$ cat config.mk
export PLATFORM = sky130hd
export DESIGN_NAME = dpram_req_arbiter
export DESIGN_NICKNAME = d
export VERILOG_FILES = /design/src/rtl/dpram_arb_pkg.sv /design/src/rtl/rr_pick.sv /design/src/rtl/dpram_req_arbiter.sv
export SDC_FILE = /design/constraint.sdc
export NUM_CORES = 1
export LEC_CHECK = 0
export ABC_AREA = 1
export CAP_MARGIN = 20
export CORE_UTILIZATION = 39
export DETAILED_ROUTE_END_ITERATION = 10
export GPL_TIMING_DRIVEN = 0
export PLACE_DENSITY = 0.8
export RECOVER_POWER = 50
export SLEW_MARGIN = 40
export SYNTH_ARGS = -nofsm -noshare
export SYNTH_HDL_FRONTEND = slang
export SYNTH_SLANG_ARGS = --single-unit
$ cat constraint.sdc
create_clock -name clk -period 16.68 [get_ports clk]
set_input_delay 5.004 -clock clk [delete_from_list [all_inputs] [get_ports clk]]
set_output_delay 5.004 -clock clk [all_outputs]
set_load 0.005 [all_outputs]
$ cat src/rtl/dpram_arb_pkg.sv
// Shared defaults and index helpers for the dual-port RAM request arbiter.
package dpram_arb_pkg;

    localparam int unsigned NREQ_DEFAULT = 4;
    localparam int unsigned AW_DEFAULT   = 8;
    localparam int unsigned DW_DEFAULT   = 16;
    localparam int unsigned IDXW_DEFAULT = $clog2(NREQ_DEFAULT);

    // Round-robin successor of idx among n requesters.
    function automatic int unsigned rr_next(input int unsigned idx, input int unsigned n);
        return (idx + 1 >= n) ? 0 : idx + 1;
    endfunction

endpackage

$ cat src/rtl/rr_pick.sv
// Round-robin picker: first set bit of mask at or after start, wrapping.
module rr_pick
    import dpram_arb_pkg::*;
#(
    parameter int unsigned N  = NREQ_DEFAULT,
    parameter int unsigned IW = $clog2(N)
) (
    input  logic [N-1:0]  mask,
    input  logic [IW-1:0] start,
    output logic [IW-1:0] idx,
    output logic          found
);

    // Smallest wrap distance from start wins.
    always_comb begin
        int unsigned best;
        int unsigned d;
        best  = N;
        d     = 0;
        idx   = '0;
        found = 1'b0;
        for (int unsigned j = 0; j < N; j++) begin
            d = (j + N - 32'(start)) % N;
            if (mask[j] && d < best) begin
                best  = d;
                idx   = IW'(j);
                found = 1'b1;
            end
        end
    end

endmodule

$ cat src/rtl/dpram_req_arbiter.sv
// Two-port round-robin arbiter in front of a dual-port SRAM with read-data routing.
// Optional collision counter port enabled by DPRAM_ARB_COLL_CNT_EN.
module dpram_req_arbiter
    import dpram_arb_pkg::*;
#(
    parameter int unsigned NREQ = NREQ_DEFAULT,
    parameter int unsigned AW   = AW_DEFAULT,
    parameter int unsigned DW   = DW_DEFAULT
) (
    input  logic              clk,
    input  logic              rst,
    input  logic [NREQ-1:0]   req_valid,
    input  logic [NREQ-1:0]   req_we,
    input  logic [NREQ*AW-1:0] req_addr,
    input  logic [NREQ*DW-1:0] req_wdata,
    output logic [NREQ-1:0]   req_ready,
    output logic [NREQ-1:0]   rsp_valid,
    output logic [NREQ*DW-1:0] rsp_rdata,
    output logic              ram_we_a,
    output logic [AW-1:0]     ram_addr_a,
    output logic [DW-1:0]     ram_wdata_a,
    input  logic [DW-1:0]     ram_rdata_a,
    output logic              ram_we_b,
    output logic [AW-1:0]     ram_addr_b,
    output logic [DW-1:0]     ram_wdata_b,
    input  logic [DW-1:0]     ram_rdata_b
`ifdef DPRAM_ARB_COLL_CNT_EN
    ,
    output logic [15:0]       coll_cnt
`endif
);

    localparam int unsigned IW = $clog2(NREQ);

    logic [IW-1:0]   ptr;
    logic [IW-1:0]   a_idx, b_idx, b_start;
    logic            a_found, b_found;
    logic [NREQ-1:0] b_mask;
    logic            a_we, b_we;
    logic [AW-1:0]   a_addr, b_addr;
    logic            hazard, grant_a, grant_b;

    logic [AW-1:0]   addr_arr  [NREQ];
    logic [DW-1:0]   wdata_arr [NREQ];
    logic [DW-1:0]   rdata_q   [NREQ];
    logic [DW-1:0]   live      [NREQ];

    logic            pa_v, pb_v;
    logic [IW-1:0]   pa_id, pb_id;

    for (genvar g = 0; g < NREQ; g++) begin : g_unpack
        assign addr_arr[g]  = req_addr[g*AW +: AW];
        assign wdata_arr[g] = req_wdata[g*DW +: DW];
    end

    rr_pick #(.N(NREQ), .IW(IW)) u_pick_a (
        .mask  (req_valid),
        .start (ptr),
        .idx   (a_idx),
        .found (a_found)
    );

    // B scans from just after A with A removed, so it is the next requester in order.
    assign b_mask  = req_valid & ~(NREQ'(1) << a_idx);
    assign b_start = IW'(rr_next(32'(a_idx), NREQ));

    rr_pick #(.N(NREQ), .IW(IW)) u_pick_b (
        .mask  (b_mask),
        .start (b_start),
        .idx   (b_idx),
        .found (b_found)
    );

    assign a_we    = req_we[a_idx];
    assign b_we    = req_we[b_idx];
    assign a_addr  = addr_arr[a_idx];
    assign b_addr  = addr_arr[b_idx];
    assign hazard  = a_found && b_found && (a_addr == b_addr) && (a_we || b_we);
    assign grant_a = a_found && !rst;
    assign grant_b = b_found && !hazard && !rst;

    always_comb begin
        req_ready = '0;
        if (grant_a) req_ready[a_idx] = 1'b1;
        if (grant_b) req_ready[b_idx] = 1'b1;
    end

    always_comb begin
        ram_we_a    = 1'b0;
        ram_addr_a  = '0;
        ram_wdata_a = '0;
        ram_we_b    = 1'b0;
        ram_addr_b  = '0;
        ram_wdata_b = '0;
        if (grant_a) begin
            ram_we_a    = a_we;
            ram_addr_a  = a_addr;
            ram_wdata_a = wdata_arr[a_idx];
        end
        if (grant_b) begin
            ram_we_b    = b_we;
            ram_addr_b  = b_addr;
            ram_wdata_b = wdata_arr[b_idx];
        end
    end

    // A withdrawn B leaves ptr at A+1, so the B requester is scanned first next cycle.
    always_ff @(posedge clk or posedge rst) begin
        if (rst) begin
            ptr <= '0;
        end else if (grant_b) begin
            ptr <= IW'(rr_next(32'(b_idx), NREQ));
        end else if (grant_a) begin
            ptr <= IW'(rr_next(32'(a_idx), NREQ));
        end
    end

    always_ff @(posedge clk or posedge rst) begin
        if (rst) begin
            pa_v  <= 1'b0;
            pb_v  <= 1'b0;
            pa_id <= '0;
            pb_id <= '0;
        end else begin
            pa_v  <= grant_a && !a_we;
            pb_v  <= grant_b && !b_we;
            pa_id <= a_idx;
            pb_id <= b_idx;
        end
    end

    always_comb begin
        rsp_valid = '0;
        rsp_rdata = '0;
        for (int unsigned i = 0; i < NREQ; i++) begin
            live[i] = ram_rdata_a;
            if (pb_v && 32'(pb_id) == i) begin
                rsp_valid[i] = 1'b1;
                live[i]      = ram_rdata_b;
            end
            if (pa_v && 32'(pa_id) == i) begin
                rsp_valid[i] = 1'b1;
                live[i]      = ram_rdata_a;
            end
            rsp_rdata[i*DW +: DW] = rsp_valid[i] ? live[i] : rdata_q[i];
        end
    end

    // Live RAM data is forwarded in the response cycle; the hold register keeps it afterwards.
    always_ff @(posedge clk or posedge rst) begin
        if (rst) begin
            for (int unsigned i = 0; i < NREQ; i++) rdata_q[i] <= '0;
        end else begin
            for (int unsigned i = 0; i < NREQ; i++) begin
                if (rsp_valid[i]) rdata_q[i] <= live[i];
            end
        end
    end

`ifdef DPRAM_ARB_COLL_CNT_EN
    always_ff @(posedge clk or posedge rst) begin
        if (rst) begin
            coll_cnt <= '0;
        end else if (hazard && coll_cnt != 16'hFFFF) begin
            coll_cnt <= coll_cnt + 16'd1;
        end
    end
`endif

endmodule

Word level (Yosys, flattened, before mapping)
Index checks and enable logic that the tools add are counted.

Register bits after elaboration: 72. Output and inout bits: 122. Logic and storage cells: 154.

Add/sub/neg operators: 10. Order comparisons: 16. Equality and inequality tests: 7. Shift-type cells: 1. Muxes and demuxes: 72. Bitwise logic cells: 5. Reduce and logical (&&, ||, !) cells: 34.

Operator list (count): two-way mux 16 bit (18); binary-select mux 16 bit (select 2 bit) (2); two-way mux 8 bit (6); binary-select mux 8 bit (select 2 bit) (2); logical AND 1 bit (26); two-way mux 1 bit (24); less-than comparator 2 x 3 -> 1 bit (6); two-way mux 3 bit (6); two-way mux 2 bit (8); greater-or-equal comparator 3 bit, second input constant (4); less-than comparator 2 x 3 -> 1 bit, second input constant (4); equality test 2 bit, second input constant (4); equality test 8 bit (1); two-way mux 4 bit (2); subtractor 1 x 2 -> 2 bit, first input constant (4); subtractor 2 bit, first input constant (4); adder 2 x 1 -> 3 bit, second input constant (2); NOT 2 -> 3 bit (2); AND 4 bit (1); binary-select mux 1 bit (select 2 bit) (2); demux 1 bit (select 2 bit) (2); equality test 2 x 1 -> 1 bit, second input constant (2); greater-or-equal comparator 2 x 1 -> 1 bit, second input constant (2); logical NOT 1 bit (4); 6 further kinds (7).

Depth between registers and ports, before layout
Depth in word-level cells: 40. Depth in mapped cells: 61.

Cells and area by module
Synthesis repeated with hierarchy kept, for this count alone.

Cells, all modules: 909. Area total of the unflattened synthesis: 5964.5 um^2.

By module, submodules not included: dpram_req_arbiter (times used 1, cells each 837, area an instance 5616.6 um^2, seq. area each 1801.7 um^2); rr_pick (times used 2, cells each 36, area an instance 173.9 um^2, seq. area each 0.0 um^2).

Least setup slack after synthesis
OpenSTA, ideal clock, no wires.

Path type: input to output. Start: in req_valid[0]. End: out ram_addr_b[0]. Arrival: 11.603 ns. Path slack: 0.073 ns. Stages on the path: 55. Cell sequence: inv_2 > o21ai_1 > nand2_1 > nor2_1 > a21oi_1 > ha_1 > inv_1 > nor2_1 > nand2_1 > nand3_2 > clkbuf_1 > clkbuf_1 > nand2_1 > o21ai_0 > ha_1 > inv_1 > nor2_1 > nand2_2 > [19 not listed] > clkbuf_1 > o21ai_0 > ha_1 > nand2_1 > inv_1 > nand2_2 > nand3_4 > buf_2 > inv_1 > o211ai_1 > nand2_1 > nand2_1 > nand2_1 > nor2_2 > nand2_4 > nand2_4 > buf_6 > nor2_1.

Longest elaborated chain between the ends: 38. Elaborated cells on any way between the ends: 66. Classes of those cells: 5 x add/sub; 8 x order compare; 1 x eq/ne; 1 x shift; 32 x mux; 4 x bitwise; 15 x reduce/logical.

RTL lines: start: declaration (line dpram_req_arbiter.sv:12) `input logic [NREQ-1:0] req_valid,`; logical AND 1 bit (*) (line rr_pick.sv:24) `if (mask[j] && d < best) begin`; two-way mux 3 bit (*) (line rr_pick.sv:24); less-than comparator 2 x 3 -> 1 bit (line rr_pick.sv:24); logical AND 1 bit (line rr_pick.sv:24); two-way mux 3 bit (*) (line rr_pick.sv:24); less-than comparator 2 x 3 -> 1 bit (line rr_pick.sv:24); logical AND 1 bit (line rr_pick.sv:24); two-way mux 3 bit (line rr_pick.sv:24); [3 not listed]; via a_idx[1] (line dpram_req_arbiter.sv:36) `logic [IW-1:0] a_idx, b_idx, b_start;`; [16 not listed]; NOT 2 -> 3 bit (implied by the code) (line dpram_req_arbiter.sv:77) `assign b_addr = addr_arr[b_idx];`; binary-select mux 8 bit (select 2 bit) (line dpram_req_arbiter.sv:77); two-way mux 8 bit (implied by the code) (2 in a row) (line dpram_req_arbiter.sv:77); equality test 8 bit (line dpram_req_arbiter.sv:78) `assign hazard = a_found && b_found && (a_addr == b_addr) && (a_we || b_we);`; logical AND 1 bit (2 in a row) (line dpram_req_arbiter.sv:78); logical NOT 1 bit (line dpram_req_arbiter.sv:80) `assign grant_b = b_found && !hazard && !rst;`; logical AND 1 bit (2 in a row) (line dpram_req_arbiter.sv:80); two-way mux 8 bit (*) (line dpram_req_arbiter.sv:100) `if (grant_b) begin`; end: declaration (line dpram_req_arbiter.sv:24) `output logic [AW-1:0] ram_addr_b,`.

Mark *: on every way through the listed nets, which the timed path passes. The rest lies on a longest branch. The select of a mux whose other input is x is not followed.

Worst setup path after layout
Start: in req_valid[0]. End: out ram_addr_b[4].

Longest elaborated chain between the ends: 38. Elaborated cells on any way between the ends: 66. Classes of those cells: 5 x add/sub; 8 x order compare; 1 x eq/ne; 1 x shift; 32 x mux; 4 x bitwise; 15 x reduce/logical.

RTL lines (line): logical AND 1 bit (rr_pick.sv:24); two-way mux 3 bit (rr_pick.sv:24); less-than comparator 2 x 3 -> 1 bit (rr_pick.sv:24); logical AND 1 bit (rr_pick.sv:24); two-way mux 3 bit (rr_pick.sv:24); less-than comparator 2 x 3 -> 1 bit (rr_pick.sv:24); logical AND 1 bit (rr_pick.sv:24); two-way mux 3 bit (rr_pick.sv:24); [19 not listed]; NOT 2 -> 3 bit (implied by the code) (dpram_req_arbiter.sv:77); binary-select mux 8 bit (select 2 bit) (dpram_req_arbiter.sv:77); two-way mux 8 bit (implied by the code) (2 in a row) (dpram_req_arbiter.sv:77); equality test 8 bit (dpram_req_arbiter.sv:78); logical AND 1 bit (2 in a row) (dpram_req_arbiter.sv:78); logical NOT 1 bit (dpram_req_arbiter.sv:80); logical AND 1 bit (2 in a row) (dpram_req_arbiter.sv:80); two-way mux 8 bit (*) (dpram_req_arbiter.sv:100).

Every way passes the cells marked *; elsewhere a longest branch is shown, timed or not. The select of a mux whose other input is x is not followed.

==> results.toml <==
[routing]
routed_via_density = 5.60
routed-via-count = 7665
wl_met2_um = 11900
wl_um = 25700
ant_nets = 0
wl_met1_um = 9500
drc = 0
wl_per_cell_um = 18.8
first_pass_iters = 6
highest_layer = "met4"
drtIter0Drc = 723
wl_met3_um = 2760

[global_route]
grt_pass1_wl_um = 38000
grt_pass1_vias = 7308
antenna_found_initial = 3
grt-ovfl-total = 0
grt_max_degree = 45
grt_use_total_pct = 32.7

[critical_path]
worst_ep_required_time_ns = 11.68
rr_worst_depth = 58
max_stage_delay_ns = 0.29
crit_top_cell = "nand2_1"
end_kind = "output port"
criticalPathCategory = "input port to output port"
cp.arrival_ns = 11.52
rr_startpoint = "ptr[0]"
regToRegSetupSlack_ns = 9.61
reg2reg_to = "ptr[1]"
crit_fanout = 11
critPathLaunchType = "input port"
slowest_stage = "ha_1"

[place]
gp_congestion = 0.918
dpl.hpwl_um = 17200
portBuffers = 259
pre_cts_slack_ns = -3.36

[run_status]
violations = "capacitance limit, slew limit"
status = "complete, but fails checks"

[pwr]
ir_worst_vdd_mv = 0.185
power_mw = 2.82
p_leak_nw = 4.51
power_density_mw_per_mm2 = 292

[floorplanning]
num_rows = 43
start_util_pct = 40.7
core_area_mm2 = 0.0141
dieWidth_um = 123
die_y_um = 123
io_pins = 260
dieArea_mm2 = 0.0152

[yosys]
postSynthNetCount = 1013
yosysTopAreaCell = "dfrtp_1"
synth.top_cell.area_share_pct = 31.4
yosys_warnings = 0
yosysSeqAreaShare_pct = 31.4
async_flop_share_pct = 100
ys_seq_elements = 72
yosys_most_used_dff = "dfrtp_1"
synth.avg_cell_area_um2 = 6.65
synth-edff-count = 0
synth_area_leaders = "dfrtp_1, nand2_1, o221ai_1, inv_1, o21ai_0"
synthDistinctLibCells = 33
synthCells = 863
syn_area_mm2 = 0.00574

[clock_tree]
cts_buffer_depth = 2
root_buffer = "clkbuf_16"
cts_buffers = 9
cts_tree = "done"
insertion_delay_ns = 0.33
cts_sinks = 72
ctsHoldBuffers = 0
htreeDepth = 3
clkTransAtPathRegs_ns = 0.05

[sta]
whs_ns = 0.577
max_freq_mhz = 60.5
hold_viol_final = 0
skew_ns = 0.00957
worst_pin_slew_ns = 2.30
setup_viol = 0
slew-limit-headroom_pct = -53.0
finalCritPeriodShare_pct = 99.1
drv_slew = 45
fin_ws_ns = 0.158
layout_min_cycle_time_ns = 16.52

[hold_path]
worstHoldPathType = "register to register"
hold_depth = 2
min_to = "ptr[0]"
min-delay-start = "ptr[0]"

[final_layout]
drive_above_1_share_pct = 15.3
nNetsFinal = 1331
layout-area-overhead-vs-synth_pct = 68.1
final_util_pct = 68.4

[job]
timing.max_cap.violations = 1
==> cell type report <==
class / instances / area [µm²]
plain buffers: 43 / 307
repair buffers: 310 / 2970
flip-flops and latches: 72 / 1800
inverters: 146 / 557
multi-input cells: 599 / 3440
fillers: 1131 / 4450
diodes: 3 / 7.51
clock buffers: 11 / 243
clock inverters: 5 / 104
well taps: 180 / 225
==> per-layer routing <==
metal | up-vias | track usage [%]
met4 | 0 | 16.1
li1 | 3499 | -
met5 | - | 0
met3 | 129 | 8.63
met2 | 593 | 54.0
met1 | 3444 | 39.3
==> metrics by stage <==
| stage | cell area [µm²] | instances | setup TNS (ns) |
|---|---|---|---|
| 4_1_cts | 9460 | 1350 | -0.0140 |
| 2_1_floorplan | 5740 | 863 | 0 |
| 5_1_grt | 9650 | 1369 | -8.75 |
| 6_report | 9650 | 1369 | 0 |
| 3_5_place_dp | 8600 | 1303 | -92.30 |
| 3_3_place_gp | 8560 | 1302 | -89.91 |
==> power by group <==
group | leakage (nW) | internal [mW] | switching, mW | total [mW]
clock network | 0.170 | 0.150 | 0.0711 | 0.221
registers | 0.884 | 0.263 | 0.0292 | 0.292
logic | 3.46 | 1.02 | 1.29 | 2.31
==> cells in the final DEF (no fill, tap or decap), types with 3 or more instances in the layout <==
cell and instances:
nand2_1 268, clkdlybuf4s50_1 211, inv_1 137, dfrtp_1 72, o221ai_1 64, o21ai_0 46, buf_4 42, a21oi_1 36
nor2_1 35, clkbuf_1 27, nand3_1 21, dlygate4sd3_1 17, nand2_2 16, a221oi_1 16, nor3_2 16, dlygate4sd2_1 15
nor2_2 12, buf_6 12, clkbuf_16 10, o211ai_1 10, ha_1 9, buf_2 8, inv_2 6, o21ai_1 5
nand2_4 5, clkbuf_2 5, or2_2 5, nor2_4 4, buf_12 4, buf_1 4, nor3_4 4, nor3_1 4
diode_2 3, nand3_4 3, nand2_8 3, bufinv_16 3, clkdlybuf4s15_1 3
==> worst max-delay path, delay by kind of cell <==
kind | cells | cell delay (ns)
compound gates | 6 | 0.59
fa+ha+maj | 4 | 1.03
buf+inv | 22 | 2.55
simple gates | 28 | 2.31
==> kinds of logic after synthesis <==
group	count (synthesis)	synth area share (%)
AO/OA/AOI/OAI	186	22.4
adder cells (fa/ha/maj)	12	2.62
flip-flops	72	31.4
buffers and inverters	193	13.4
AND/OR/NAND/NOR	400	30.1
==> worst max path at each step <==
stage	slack, ns	from	endpoint	cells past startpoint
floorplan	0.07	req_valid[0]	ram_addr_b[0]	55
global placement	-3.26	req_valid[0]	ram_wdata_b[10]	56
detailed placement	-3.36	req_valid[0]	ram_wdata_b[10]	59
CTS	-0.007	req_valid[0]	ram_addr_b[4]	60
global route	-0.34	req_valid[1]	ram_addr_b[7]	57
finish	0.16	req_valid[0]	ram_addr_b[4]	60
==> cells in the mapped netlist (2+ instances only) <==
| cell type | instances |
|---|---|
| nor3_1 | 14 |
| nor2_2 | 3 |
| clkbuf_1 | 35 |
| inv_1 | 141 |
| nand2_1 | 279 |
| o221ai_1 | 64 |
| nand2_2 | 8 |
| o211ai_2 | 2 |
| buf_2 | 2 |
| o21ai_1 | 3 |
| nor3_2 | 10 |
| dfrtp_1 | 72 |
| or2_2 | 5 |
| a221oi_1 | 16 |
| ha_1 | 12 |
| inv_2 | 5 |
| nand3_4 | 2 |
| o21ai_0 | 50 |
| a21oi_1 | 37 |
| buf_6 | 3 |
| nand3_1 | 22 |
| o211ai_1 | 10 |
| nand2_4 | 4 |
| nand3_2 | 2 |
| nor2_1 | 48 |
| nand3b_1 | 2 |
| a32o_1 | 2 |
| buf_1 | 5 |
==> flip-flops by register name (all words and copies together) (netlist names) <==
signal and cells:
ptr 2, rdata_q 64, pa_v 1, pb_id 2
pa_id 2, pb_v 1
==> timing repair <==
| action | CTS | global route |
|---|---|---|
| gates cloned | 3 | 0 |
| setup buffers | 28 | 20 |
| setup endpoints to repair | 29 | 29 |
| pin swaps | 12 | 32 |
| endpoints found under the hold margin | 0 | 0 |
| gates resized for setup | 135 | 58 |
Power figures use the tool's default switching activity.
